File: config.mk
export PLATFORM = sky130hd
export DESIGN_NAME = alu_multiciclo
export DESIGN_NICKNAME = d
export VERILOG_FILES = /design/src/rtl/alu_multiciclo.sv
export SDC_FILE = /design/constraint.sdc
export NUM_CORES = 1
export LEC_CHECK = 0
export CAP_MARGIN = 5
export CORE_MARGIN = 10
export CORE_UTILIZATION = 45
export CTS_CLUSTER_SIZE = 10
export DETAILED_ROUTE_END_ITERATION = 7
export PLACE_DENSITY = 0.69
export SYNTH_ARGS = -nofsm -noshare
export SYNTH_HDL_FRONTEND = slang
export SYNTH_SLANG_ARGS = --single-unit
File: constraint.sdc
create_clock -name clk -period 3.85 [get_ports clk]
set_input_delay 0.77 -clock clk [delete_from_list [all_inputs] [get_ports clk]]
set_output_delay 0.77 -clock clk [all_outputs]
set_load 0.01 [all_outputs]
File: src/rtl/alu_multiciclo.sv
// alu_multiciclo: execution-stage ALU.
// ADD/SUB/AND/OR/SLT/NOP complete in one cycle. MULT (shift-add) and DIV
// (restoring) iterate one bit per cycle over WIDTH cycles behind a
// start/busy/done handshake. The LO word or quotient goes to result. The HI
// word or remainder goes to hi.
// Ports:
//   clk, rst            - clock, synchronous active-high reset
//   start, aluF, A, B   - operation request, sampled only in IDLE
//   result, hi          - registered LO/HI outputs
//   zero                - combinational, result == 0
//   busy, done          - iteration in progress / one-cycle completion pulse
//   div_by_zero         - registered, set by DIV with B == 0
module alu_multiciclo #(
  parameter int WIDTH = 32
) (
  input  logic             clk,
  input  logic             rst,
  input  logic             start,
  input  logic [2:0]       aluF,
  input  logic [WIDTH-1:0] A,
  input  logic [WIDTH-1:0] B,
  output logic [WIDTH-1:0] result,
  output logic [WIDTH-1:0] hi,
  output logic             zero,
  output logic             busy,
  output logic             done,
  output logic             div_by_zero
);

  localparam int CW = (WIDTH > 2) ? $clog2(WIDTH) : 1;
  localparam logic [CW-1:0] CNT_ONE  = CW'(1);
  localparam logic [CW-1:0] CNT_LAST = CW'(WIDTH - 1);

  localparam logic [2:0] OP_ADD  = 3'b000;
  localparam logic [2:0] OP_SUB  = 3'b001;
  localparam logic [2:0] OP_AND  = 3'b010;
  localparam logic [2:0] OP_OR   = 3'b011;
  localparam logic [2:0] OP_SLT  = 3'b100;
  localparam logic [2:0] OP_MULT = 3'b101;
  localparam logic [2:0] OP_DIV  = 3'b110;
  localparam logic [2:0] OP_NOP  = 3'b111;

  typedef enum logic [1:0] {
    IDLE = 2'd0,
    MUL  = 2'd1,
    DIV  = 2'd2
  } state_t;

  state_t           state_r, state_s;
  logic [CW-1:0]    cnt_r, cnt_s;
  // opd_r: multiplicand for MULT, divisor for DIV.
  // acc_r: running HI / partial remainder.
  // lo_r : multiplier shifting out / dividend shifting out, quotient shifting in.
  logic [WIDTH-1:0] opd_r, opd_s;
  logic [WIDTH-1:0] acc_r, acc_s;
  logic [WIDTH-1:0] lo_r, lo_s;
  logic [WIDTH-1:0] result_s, hi_s;
  logic             busy_s, done_s, dbz_s;

  logic [WIDTH:0]   mul_sum_s;
  logic [WIDTH:0]   div_trial_s;
  logic [WIDTH-1:0] div_diff_s;
  logic             div_ge_s;

  assign zero = (result == {WIDTH{1'b0}});

  // Datapath step terms and FSM next-state / next-output logic.
  always_comb begin
    state_s  = state_r;
    cnt_s    = cnt_r;
    opd_s    = opd_r;
    acc_s    = acc_r;
    lo_s     = lo_r;
    result_s = result;
    hi_s     = hi;
    busy_s   = busy;
    done_s   = 1'b0;
    dbz_s    = div_by_zero;

    // Shift-add step: add the multiplicand when the current multiplier LSB is
    // set. Keep the carry so the right shift of {sum, lo} is exact.
    mul_sum_s = {1'b0, acc_r} + (lo_r[0] ? {1'b0, opd_r} : {(WIDTH+1){1'b0}});
    // Restoring step: shift the next dividend bit into the partial remainder.
    // trial < 2*divisor, so the WIDTH-bit difference is exact whenever it is
    // used.
    div_trial_s = {acc_r, lo_r[WIDTH-1]};
    div_ge_s    = (div_trial_s >= {1'b0, opd_r});
    div_diff_s  = div_trial_s[WIDTH-1:0] - opd_r;

    case (state_r)
      IDLE: begin
        if (start) begin
          dbz_s = 1'b0;
          case (aluF)
            OP_ADD: begin
              result_s = A + B;
              done_s   = 1'b1;
            end
            OP_SUB: begin
              result_s = A - B;
              done_s   = 1'b1;
            end
            OP_AND: begin
              result_s = A & B;
              done_s   = 1'b1;
            end
            OP_OR: begin
              result_s = A | B;
              done_s   = 1'b1;
            end
            OP_SLT: begin
              result_s = {{(WIDTH-1){1'b0}}, ($signed(A) < $signed(B))};
              done_s   = 1'b1;
            end
            OP_MULT: begin
              opd_s   = A;
              lo_s    = B;
              acc_s   = {WIDTH{1'b0}};
              cnt_s   = {CW{1'b0}};
              busy_s  = 1'b1;
              state_s = MUL;
            end
            OP_DIV: begin
              if (B == {WIDTH{1'b0}}) begin
                result_s = {WIDTH{1'b1}};
                hi_s     = A;
                dbz_s    = 1'b1;
                done_s   = 1'b1;
              end else begin
                opd_s   = B;
                lo_s    = A;
                acc_s   = {WIDTH{1'b0}};
                cnt_s   = {CW{1'b0}};
                busy_s  = 1'b1;
                state_s = DIV;
              end
            end
            OP_NOP: begin
              done_s = 1'b1;
            end
            default: begin
              done_s = 1'b0;
            end
          endcase
        end else begin
          done_s = 1'b0;
        end
      end
      MUL: begin
        acc_s = mul_sum_s[WIDTH:1];
        lo_s  = {mul_sum_s[0], lo_r[WIDTH-1:1]};
        if (cnt_r == CNT_LAST) begin
          result_s = lo_s;
          hi_s     = acc_s;
          busy_s   = 1'b0;
          done_s   = 1'b1;
          state_s  = IDLE;
        end else begin
          cnt_s = cnt_r + CNT_ONE;
        end
      end
      DIV: begin
        if (div_ge_s) begin
          acc_s = div_diff_s;
        end else begin
          acc_s = div_trial_s[WIDTH-1:0];
        end
        lo_s = {lo_r[WIDTH-2:0], div_ge_s};
        if (cnt_r == CNT_LAST) begin
          result_s = lo_s;
          hi_s     = acc_s;
          busy_s   = 1'b0;
          done_s   = 1'b1;
          state_s  = IDLE;
        end else begin
          cnt_s = cnt_r + CNT_ONE;
        end
      end
      default: begin
        state_s = IDLE;
        busy_s  = 1'b0;
      end
    endcase
  end

  // State and output registers with synchronous reset.
  always_ff @(posedge clk) begin
    if (rst) begin
      state_r     <= IDLE;
      cnt_r       <= {CW{1'b0}};
      opd_r       <= {WIDTH{1'b0}};
      acc_r       <= {WIDTH{1'b0}};
      lo_r        <= {WIDTH{1'b0}};
      result      <= {WIDTH{1'b0}};
      hi          <= {WIDTH{1'b0}};
      busy        <= 1'b0;
      done        <= 1'b0;
      div_by_zero <= 1'b0;
    end else begin
      state_r     <= state_s;
      cnt_r       <= cnt_s;
      opd_r       <= opd_s;
      acc_r       <= acc_s;
      lo_r        <= lo_s;
      result      <= result_s;
      hi          <= hi_s;
      busy        <= busy_s;
      done        <= done_s;
      div_by_zero <= dbz_s;
    end
  end

endmodule

Word level (Yosys, flattened, before mapping)
Cells that the tools add are included.

Input port bits: 70. Word-level logic and storage cells: 102. Flip-flop bits (word level): 170.

Add/sub/neg operators: 5. Bitwise operators: 2. Order comparisons: 2. Mux-type cells: 45. Equal/unequal tests: 22. Reductions and logical operators: 16.

Operator list (number): two-way mux 32 bit (16); one-hot mux 32 bit (3 select lines) (4); one-hot mux 32 bit (2 select lines) (3); one-hot mux 32 bit (6 select lines) (1); zero test 32 bit (2); subtractor 32 bit (2); adder 32 x 32 -> 33 bit (1); >= comparator 33 x 32 -> 1 bit (1); adder 32 bit (1); bitwise AND 32 bit (1); less-than comparator 32 bit (1); OR 32 bit (1); one-hot mux 5 bit (2 select lines) (2); two-way mux 5 bit (3); == test 3 bit, second input constant (4); inequality test 2 bit, second input constant (6); AND reduction 4 bit (3); AND reduction 6 bit (2); one-hot mux 1 bit (2 select lines) (4); one-hot mux 2 bit (2 select lines) (2); two-way mux 1 bit (7); inequality test 7 x 1 -> 1 bit, second input constant (1); == test 3 x 2 -> 1 bit, second input constant (2); two-way mux 2 bit (3); other kinds (16) (19).

Depth between registers and ports, before layout
Depth in word-level cells: 5. Gate-level depth with buffers: 15. Mapped depth without buffers: 14.

Least setup slack after synthesis
No wires, ideal clock.

Path type: input-to-reg. Start: input port A[0]. End: register result[30]. Stages: 14. Library setup time: 0.091 ns. Required time: 3.759 ns. Setup slack: 0.143 ns. Arrival: 3.616 ns. Cell sequence: inv_1 -> ha_1 -> inv_1 -> fa_1 -> nor2b_1 -> o211ai_1 -> o211ai_1 -> a211oi_1 -> o31ai_1 -> a221oi_1 -> o21ai_0 -> a221oi_1 -> o311ai_0 -> a311oi_1.

Longest elaborated chain between the ends: 4.

Ends and longest elaborated chain: start, declared (RTL line 20) `input logic [WIDTH-1:0] A,`; subtractor 32 bit / adder 32 bit (equally long branches) (RTL line 100, 96); one-hot mux 32 bit (6 select lines) (*) (RTL line 94) `case (aluF)`; two-way mux 32 bit (*) (RTL line 92) `if (start) begin`; one-hot mux 32 bit (3 select lines) (*) (RTL line 90) `case (state_r)`; end signal, assigned (RTL line 194) `result <= {WIDTH{1'b0}};`; end signal, assigned (RTL line 205) `result <= result_s;`; end, declared (RTL line 22) `output logic [WIDTH-1:0] result,`.

Mark *: on every way between the ends. The rest lies on a longest branch, timed or not. The select of a mux whose other input is x is not followed. A chain may end at the register's enable or synchronous reset.

Worst setup path after layout
Start: input port A[15]. End: register result[21].

Same word-level chain as after synthesis.

==> summary.txt <==
STA
-------------------------------------------------------------------------------------
Max-slew violation count                                                            0
Hold slack                                                                   0.478 ns
RSZ-0062 raised after global routing                                              yes
Setup-failing EPs final                                                             0
Transition time at the pin with the least slew margin                        0.855 ns
Slew HR                                                                         43.0%
Min cycle time layout                                                         3.75 ns
Worst clock skew                                                            0.0141 ns
Total Negative Setup Slacks                                                      0 ns
Final hold viol count                                                               0
Fmax achieved                                                               0.266 GHz
Share of the clock period used by the worst path                                97.5%

ROUTE
-------------------------------------------------------------------------------------
Remaining antenna violation count                                                   0
Final routed wire length divided by cell count                                23.4 um
Count of routing violations after the opening detailed-route iteration           2136
Drt pass-1 iters                                                                    8
Routed WL                                                                    75300 um
Vias per std cell                                                                6.17
Vias after detailed routing                                                     19800
Number of DRC violations after detailed routing                                     0

LOGIC SYNTHESIS
-------------------------------------------------------------------------------------
Cell taking the most area after synthesis                                sky130_fd_sc_hd__dfxtp_1
Sequential-to-total area share from yosys stat                                  20.3%
Dominant synthesized flop cell                                           sky130_fd_sc_hd__dfxtp_1
Share of synthesized flip-flops with an asynchronous set or reset                  0%
Count of distinct cell types in the synthesized netlist                            73
Count of mapped cells out of synthesis                                           2351
Number of synthesized flops with an enable pin                                      0
Seq cells post-synth                                                              170
Top cell type's share of synthesized area                                       20.3%
Synthesized cell area                                                      0.0167 mm2
Avg Inst Size Synth                                                          7.12 um2
Synth Warn #                                                                        0
Main area contributors after synthesis                                   sky130_fd_sc_hd__dfxtp_1, sky130_fd_sc_hd__ha_1, sky130_fd_sc_hd__a21oi_1
Most used standard cell by instance count after synthesis                sky130_fd_sc_hd__nor2_1
Net count after synthesis                                                        2591
Top post-synthesis cells by count                                        sky130_fd_sc_hd__nor2_1, sky130_fd_sc_hd__a21oi_1, sky130_fd_sc_hd__nand2_1

FINAL LAYOUT
-------------------------------------------------------------------------------------
Share of cells above drive strength 1                                           18.3%
Number of fill cells in the layout                                               3443
Number of nets in the finished design                                            2976
Relative area change from synthesis to final layout                             30.8%
Number of antenna repair diodes                                                     0

FLOORPLAN
-------------------------------------------------------------------------------------
Core area                                                                  0.0367 mm2
Height of the chip                                                             213 um
Die width                                                                      213 um
Effective utilization at floorplan                                              45.6%
I/O Pins                                                                          138
Die ar.                                                                    0.0453 mm2
Number of cell rows                                                                70

WORST SETUP PATH
-------------------------------------------------------------------------------------
Crit path capture type                                                      flip-flop
Critical path peak fanout                                                           5
Arrival time reported for the critical path endpoint                          4.08 ns
Element type at the critical path start                                  primary input
Maximum cell stage delay along the critical path                              0.59 ns
Ordered cell list for the critical path                                  clkdlybuf4s50_1 > inv_1 > ha_1 > buf_4 > inv_1 > o21bai_1 > a211oi_1 > o31a_1 > o22ai_2 > o21a_1 > buf_4 > or3_1 > a211oi_1 > a2bb2oi_1 > nor3_1
Critical Setup Path Class                                                   in -> reg
Critical Path Slowest Stage Cell                                         sky130_fd_sc_hd__clkdlybuf4s50_1
Worst path required time                                                      4.18 ns

PLACE
-------------------------------------------------------------------------------------
Routability congestion estimate                                                  1.06
HPWL after detailed placement                                                59900 um
Buffers added on ports                                                            137

CTS
-------------------------------------------------------------------------------------
Hold Buf Count CTS                                                                  0
CTS sink cnt                                                                      170
Cell chosen for the clock root                                           sky130_fd_sc_hd__clkbuf_16
Number of levels in the clock H-tree                                                4
CTS Buffer Depth                                                                    2
CTS clock-pin slew for the worst setup and hold paths                         0.08 ns
Clock latency reported for the late side of the worst-skew pair               0.47 ns
TritonCTS buffer count                                                             17
Clock tree from TritonCTS                                                        done

GLOBAL ROUTING
-------------------------------------------------------------------------------------
Number of antenna violations at the first check in global routing                   0
Maximum number of pins on one net before global-route repair                       79
Global-route wire length before repair                                      115000 um
Overall overflow remaining after global route                                       0
Vias in the first global route                                                  19100
Total routing usage reported by global routing                                  32.6%

WORST HOLD PATH
-------------------------------------------------------------------------------------
Min-Delay Path Class                                                       reg -> reg

OUTCOME
-------------------------------------------------------------------------------------
Status                                                                   finished, final reports clean

POWER
-------------------------------------------------------------------------------------
Pwr/cell area                                                              401 mW/mm2
Static Leak                                                                   9.47 nW
Worst ir drop on vdd                                                         0.289 mV

JOB
-------------------------------------------------------------------------------------
Count of max-cap constraint violations                                              0

[routing by layer]
layer  GRT usage [%]  routed length [um]
met5               0                   0
met4            11.6                2710
met3            6.60                7690
met2            48.7               31700
met1            45.2               33200
[layout make-up]
cell class / instances / area, um2 / share of cell area (%)
Clock buffer: 18 / 439 / 2.00
Clock inverter: 14 / 175 / 0.800
Inverter: 151 / 567 / 2.59
Multi-Input combinational cell: 1878 / 12400 / 56.6
Sequential cell: 170 / 3400 / 15.5
Tap cell: 468 / 586 / 2.67
Timing Repair Buffer: 518 / 4330 / 19.8
[worst max-delay path: cells and delay by family]
kind,cells,cell delay [ns]
adders and majority gates,1,0.42
buffers and inverters,5,1.15
and+or+nand+nor,2,0.35
AOI/OAI and AO/OA,7,1.37
[what timing repair did]
action / 4_1_cts / 5_1_grt
pin swaps: 2 / 15
resized for setup: 10 / 52
setup endpoints to repair: 12 / 48
setup buffers: 0 / 3
cloned: 0 / 0
[sequential cells by signal, indices dropped and copies added (netlist names)]
register,count
div_by_zero,1
opd_r,32
hi,32
acc_r,32
result,32
busy,1
state_r,2
done,1
lo_r,32
cnt_r,5
[power breakdown]
| part | switching [mW] | leakage (nW) | internal (mW) | total (mW) |
|---|---|---|---|---|
| registers | 0.233 | 1.39 | 1.97 | 2.20 |
| clock network | 0.921 | 0.298 | 0.952 | 1.87 |
| logic | 2.64 | 7.79 | 2.08 | 4.71 |
[kinds of logic (layout without fill, tap and decap cells)]
| kind of cell | after synthesis | after routing | synth area share [%] |
|---|---|---|---|
| flip-flops | 170 | 170 | 20.3 |
| XOR/XNOR | 73 | 73 | 3.82 |
| AND/OR/NAND/NOR | 744 | 744 | 20.1 |
| adder cells (fa/ha/maj) | 170 | 170 | 12.9 |
| multiplexers | 28 | 28 | 1.84 |
| buffers and inverters | 303 | 701 | 6.89 |
| AO/OA/AOI/OAI | 863 | 863 | 34.2 |
[per-stage QoR]
step                      util [%]  total power, mW  setup slack, ns  std cells  cell area (um2)
after floorplan                  -             4.88            0.143       2351            16700
after global placement        57.5             6.70           -0.763       3182            21100
after detailed placement      57.5             6.75           -0.799       3182            21100
after CTS                     59.2             8.62          -0.0535       3214            21700
after global routing          59.7             9.24          -0.0547       3217            21900
final                         59.7             8.79           0.0960       3217            21900
[layout by cell type, fill, tap and decap left out, types with 12 or more instances in the layout]
cell type                         netlist  final
sky130_fd_sc_hd__xnor2_1               49     49
sky130_fd_sc_hd__buf_4                  1    373
sky130_fd_sc_hd__a311oi_1              28     26
sky130_fd_sc_hd__a22oi_1               38     37
sky130_fd_sc_hd__nor2b_1               18     16
sky130_fd_sc_hd__o31ai_1               18     15
sky130_fd_sc_hd__clkdlybuf4s50_1        0    124
sky130_fd_sc_hd__clkbuf_16              0     17
sky130_fd_sc_hd__o22ai_1               17     16
sky130_fd_sc_hd__mux2_2                22     22
sky130_fd_sc_hd__a21oi_1              275    268
sky130_fd_sc_hd__o21ai_0              118    115
sky130_fd_sc_hd__a31oi_1               17     16
sky130_fd_sc_hd__a211oi_1             101     99
sky130_fd_sc_hd__a21o_1                52     52
sky130_fd_sc_hd__o221ai_1              17     17
sky130_fd_sc_hd__o21a_1                20     20
sky130_fd_sc_hd__o21bai_1              24     23
sky130_fd_sc_hd__inv_1                149    145
sky130_fd_sc_hd__nand2_1              183    182
sky130_fd_sc_hd__nand3_1               29     29
sky130_fd_sc_hd__a221o_1               12     12
sky130_fd_sc_hd__nor4_1                23     23
sky130_fd_sc_hd__dfxtp_1              170    170
sky130_fd_sc_hd__nor3_1                46     44
sky130_fd_sc_hd__nand2b_1              19     19
sky130_fd_sc_hd__nor2_1               313    310
sky130_fd_sc_hd__xor2_1                24     24
sky130_fd_sc_hd__o211ai_1              18     18
sky130_fd_sc_hd__a22o_1                25     25
sky130_fd_sc_hd__and2_1                43     42
sky130_fd_sc_hd__ha_1                 166    160
sky130_fd_sc_hd__and3_1                14     14
sky130_fd_sc_hd__nand4_1               17     17
[final timing paths]
path | from | cells after the start | slack [ns] | endpoint
max | A[15] | 15 | 0.1 | result[21]
min | lo_r[18] | 2 | 0.48 | lo_r[18]
max reg2reg | opd_r[26] | 14 | 0.14 | hi[4]
min reg2reg | lo_r[18] | 2 | 0.48 | lo_r[18]
Power figures use the tool's default switching activity.
